<file path="config.mk">
export PLATFORM = sky130hd
export DESIGN_NAME = ifetch_unit
export DESIGN_NICKNAME = d
export VERILOG_FILES = /design/src/rtl/ifetch_unit.sv
export SDC_FILE = /design/constraint.sdc
export NUM_CORES = 1
export LEC_CHECK = 0
export BUFFER_PORTS_ARGS = -buffer_cell sky130_fd_sc_hd__buf_2
export CORE_MARGIN = 2
export CORE_UTILIZATION = 43
export CTS_BUF_LIST = sky130_fd_sc_hd__clkbuf_8
export CTS_CLUSTER_DIAMETER = 30
export CTS_CLUSTER_SIZE = 14
export DETAILED_ROUTE_END_ITERATION = 10
export PLACE_DENSITY = 0.79
export SLEW_MARGIN = 20
export SYNTH_ARGS = -nofsm -noshare
export SYNTH_HDL_FRONTEND = slang
export SYNTH_SLANG_ARGS = --single-unit
export TNS_END_PERCENT = 5
</file>
<file path="constraint.sdc">
create_clock -name clk -period 1.9 [get_ports clk]
set_input_delay 0.38 -clock clk [delete_from_list [all_inputs] [get_ports clk]]
set_output_delay 0.38 -clock clk [all_outputs]
set_load 0.05 [all_outputs]
</file>
<file path="src/rtl/ifetch_unit.sv">
// Instruction fetch unit: PC register plus a four-state fetch FSM.
// The FSM reads one word per request into either ir or imm_out.
module ifetch_unit #(
  parameter int BUS_WIDTH = 16,
  parameter int ADDR_W    = 8,
  parameter int TIMEOUT   = 15
) (
  input  logic                 clk,
  input  logic                 reset,
  input  logic                 imem_read,
  input  logic                 imm_sel,
  input  logic                 pc_inc,
  input  logic                 jump,
  input  logic                 alu_zero,
  input  logic [ADDR_W-1:0]    jump_addr,
  input  logic [BUS_WIDTH-1:0] imem_rdata,
  input  logic                 imem_valid,
  output logic [ADDR_W-1:0]    imem_addr,
  output logic                 imem_rd_en,
  output logic [ADDR_W-1:0]    pc,
  output logic [BUS_WIDTH-1:0] ir,
  output logic [BUS_WIDTH-1:0] imm_out,
  output logic                 busy,
  output logic                 fetch_done,
  output logic                 fetch_err
);

  typedef enum logic [1:0] {
    IDLE,
    REQ,
    WAIT,
    DONE
  } state_t;

  state_t     state;
  state_t     next;
  logic [7:0] wcnt;
  logic       dest;
  logic       wait_last;

  assign wait_last = (wcnt == 8'(TIMEOUT - 1));

  always_comb begin
    next = state;
    unique case (state)
      IDLE: if (imem_read) next = REQ;
      REQ:  next = WAIT;
      WAIT: begin
        if (imem_valid)     next = DONE;
        else if (wait_last) next = IDLE;
      end
      DONE: next = IDLE;
      default: next = IDLE;
    endcase
  end

  // Status outputs are registered and track the state being entered
  always_ff @(posedge clk) begin
    if (reset) begin
      state      <= IDLE;
      wcnt       <= '0;
      dest       <= 1'b0;
      imem_addr  <= '0;
      imem_rd_en <= 1'b0;
      busy       <= 1'b0;
      fetch_done <= 1'b0;
      fetch_err  <= 1'b0;
      ir         <= '0;
      imm_out    <= '0;
    end else begin
      state      <= next;
      imem_rd_en <= (next == REQ);
      busy       <= (next != IDLE);
      fetch_done <= (next == DONE);
      if (state == IDLE && imem_read) begin
        imem_addr <= pc;
        dest      <= imm_sel;
      end
      if (state == REQ)
        wcnt <= '0;
      else if (state == WAIT)
        wcnt <= wcnt + 8'd1;
      if (state == WAIT && imem_valid) begin
        if (dest) imm_out <= imem_rdata;
        else      ir      <= imem_rdata;
      end
      if (state == WAIT && !imem_valid && wait_last)
        fetch_err <= 1'b1;
    end
  end

  always_ff @(posedge clk) begin
    if (reset)
      pc <= '0;
    else if (jump && !alu_zero)
      pc <= jump_addr;
    else if (pc_inc || jump)
      pc <= pc + ADDR_W'(1);
  end

endmodule

</file>
==> parameters.txt <==
Parameter                              Value

Outcome
  Run status ... complete, no violations

CTS
  Sink Count ... 63
  CTS Hold Bufs ... 0
  TritonCTS Buffers ... 9
  Htree depth ... 3
  TritonCTS clock tree ... yes
  Setup repair bufs after CTS ... 0
  Cell chosen for the clock root ... sky130_fd_sc_hd__clkbuf_8
  Maximum number of buffers from clock root to sink ... 2
  Worst skew pair latency ... around 0.33 ns
  Clock Pin Slew Worst Setup and Hold Paths ... 0.07 ns
  Gates resized, CTS repair ... 0

Timing
  Setup repair after global routing missed its margin ... false
  Setup TNS after final layout ... 0 ns
  Max_slew headroom ... 52.2%
  Share of the clock period used by the worst path after layout ... 87.0%
  Peak clock frequency supported by timing ... 0.605 GHz
  Final worst-path setup slack ... 0.247 ns
  Setup violators final ... 0
  Fin Clk Skew ... around 0.0072 ns
  Final Slew Violations ... 0
  Worst Max-Slew Pin Slew ... approximately 0.7 ns
  Final period demand of the worst path ... ~1.7 ns
  Hold violation count in the final report ... 0

Global routing
  Overflow left after global routing ... 0
  Largest net degree at the start of global routing ... 33
  Number of antenna violations at the first check in global routing ... 0
  Total routing resource utilization after global routing ... 19.0%
  Number of global-route vias before repair ... 2154
  Wire length of the first global-routing pass ... 9.65 mm

Logic synthesis
  Number of enable flip-flop cells after synthesis ... 0
  Syn nets ... 331
  Register bit count reported by yosys ... 63
  Distinct cells, synth ... 46
  Average cell area after synthesis ... ~8.6 sq um
  Yosys warning total ... 0
  Cell area after synthesis ... 2550 sq um
  Number of standard cells after synthesis ... between 200 and 300
  Share of synthesized area occupied by flip-flops and latches ... 49.4%
  Share of synthesized flip-flops with an asynchronous set or reset ... 0%
  Most common flop cell mapped by yosys ... sky130_fd_sc_hd__dfxtp_1

Cells and area
  N_diodes ... 0
  Post-route core utilization ... 55.2%
  Final instance area ... 3210 sq um
  Most frequent standard cell in the layout excluding fill and tap cells ... sky130_fd_sc_hd__buf_2
  Most frequent cells in the layout ... sky130_fd_sc_hd__buf_2 (83), sky130_fd_sc_hd__nand2_1 (69), sky130_fd_sc_hd__dfxtp_1 (63)
  Layout-stage area growth over the synthesis result ... 25.7%
  Share of final-layout standard cells stronger than drive strength 1 ... 28.6%
  Number of nets at the end of the flow ... 411

Worst setup path
  Logic depth of the worst register-to-register path ... 3
  Destination of the worst register-to-register timing path ... imm_out[0]
  Highest net fanout along the worst path ... 16
  Endpoint required time on the critical path ... 2.09 ns
  CP endpoint kind ... flop
  CP Class ... flop to flop
  CP startpoint kind ... flop
  Critical Path AT ... 1.85 ns
  Reg2reg setup slack ... 0.25 ns
  Reg2reg start ... state[1]

Floorplan
  Initial Utilization ... 43.9%
  Number of standard-cell rows in the floorplan ... 28
  Die width ... between 80 and 90 microns
  Die area ... 6570 sq um
  Die height ... 81.1 microns
  Num ports ... 84
  Placeable Area ... slightly below 6000 sq um

Place
  Global placer's final weighted congestion ... 0.798
  # port buffers ... 83
  Worst setup timing slack at the placement stage ... 0.245 ns
  Placed cell area ... a little over 3000 sq um
  Dpl hpwl ... 4.20 mm

Pwr
  Leakage ... 1.36 nW
  Total power density per cell area ... around 900 nW/um^2
  Largest vdd supply drop ... approximately 420 uV
  Final Power ... 2.90 mW

Worst hold path
  Worst min-delay path class ... input port to flop
  Hold path depth ... 3
  Worst min-delay path endpoint ... dest
  Worst Min Path Start ... imm_sel

Route
  Final wirelength ... 5.91 mm
  DRT antenna net count ... 0
  DR pass1 iterations ... 4
  Total via count after detailed routing ... 2305
  First-iteration detailed-routing DRC count ... around 150
  Remaining routing DRC violations ... 0
  DR vias/cell ... 5.09
  Average wire per standard cell ... 13.1 microns

Run
  Maxcap violations ... 0
## power breakdown
group | internal [mW] | total (mW) | switching [mW] | leakage [nW]
Combinational | 0.121 | 0.373 | 0.252 | 0.746
Sequential | 1.37 | 1.41 | 0.0471 | 0.511
Clock | 0.651 | 1.11 | 0.458 | 0.0985
## layout make-up
class	instances	area (sq um)
Inverter	7	26.3
Clock buffer	11	151
Multi-Input combinational cell	207	1190
Tap cell	75	93.8
Fill cell	576	2610
Timing Repair Buffer	88	453
Clock inverter	2	33.8
Sequential cell	63	1260
## how the worst max path moves through the flow
| stage | start | endpoint | slack [ns] | cells past startpoint |
|---|---|---|---|---|
| after global placement | pc[0] | pc[6] | 0.33 | 4 |
| final | state[1] | imm_out[0] | 0.25 | 3 |
| after floorplan | pc[0] | pc[6] | 0.07 | 4 |
| after detailed placement | state[1] | imm_out[0] | 0.25 | 3 |
| after global routing | state[1] | imm_out[15] | 0.04 | 3 |
| after CTS | state[1] | imm_out[0] | 0.23 | 3 |
## Yosys cell counts (3+ instances only)
cell	count	area (sq um)
sky130_fd_sc_hd__nand2_1	69	259
sky130_fd_sc_hd__dfxtp_1	63	1260
sky130_fd_sc_hd__a21oi_1	37	185
sky130_fd_sc_hd__nor2_1	21	78.8
sky130_fd_sc_hd__mux2i_1	14	140
sky130_fd_sc_hd__clkbuf_1	10	37.5
sky130_fd_sc_hd__inv_1	7	26.3
sky130_fd_sc_hd__buf_2	4	20.0
sky130_fd_sc_hd__o21ai_0	4	20.0
sky130_fd_sc_hd__or3_1	4	25.0
sky130_fd_sc_hd__a211oi_1	3	22.5
sky130_fd_sc_hd__a311oi_1	3	26.3
sky130_fd_sc_hd__clkbuf_2	3	15.0
sky130_fd_sc_hd__ha_1	3	37.5
sky130_fd_sc_hd__nand2b_1	3	18.8
sky130_fd_sc_hd__nand3b_1	3	22.5
sky130_fd_sc_hd__nand4_1	3	18.8
sky130_fd_sc_hd__nand4b_1	3	26.3
## metal layers
layer  vias up  wire (microns)  GRT usage (%)
met5         -               0              0
met4         0              68           7.46
met3         6             356           5.78
met2        75            2870           30.2
li1       1172               -              -
met1      1052            2620           24.1
## registers in the layout, summed over array words and instances (netlist names), 2 cells and up
register and flops:
imem_addr 8, wcnt 8, imm_out 16, ir 16, state 2, pc 8
## cells by family (layout without fill, tap and decap cells)
logic type                 count (synthesis)  count (layout)  share of synthesized area [%]
adders and majority gates                  3               3                           1.47
AOI/OAI and AO/OA                         59              59                           13.7
and+or+nand+nor                          127             127                           24.1
DFF                                       63              63                           49.4
muxes                                     14              14                           5.49
xor gates and xnor gates                   4               4                           1.37
buffers and inverters                     26             108                           4.46
## through the flow
stage	hold slack [ns]	instances
finish	0.284	453
global route	0.288	453
CTS	0.274	453
detailed placement	0.444	440
global placement	0.439	440
floorplan	0.471	296
## critical path: stages (launching register included)
cell and delay (ns):
sky130_fd_sc_hd__dfxtp_1 0.54, sky130_fd_sc_hd__nand4b_1 0.64, sky130_fd_sc_hd__nand2_1 0.26, sky130_fd_sc_hd__a21oi_1 0.09
Note: power is estimated with default switching activity, not from simulation.
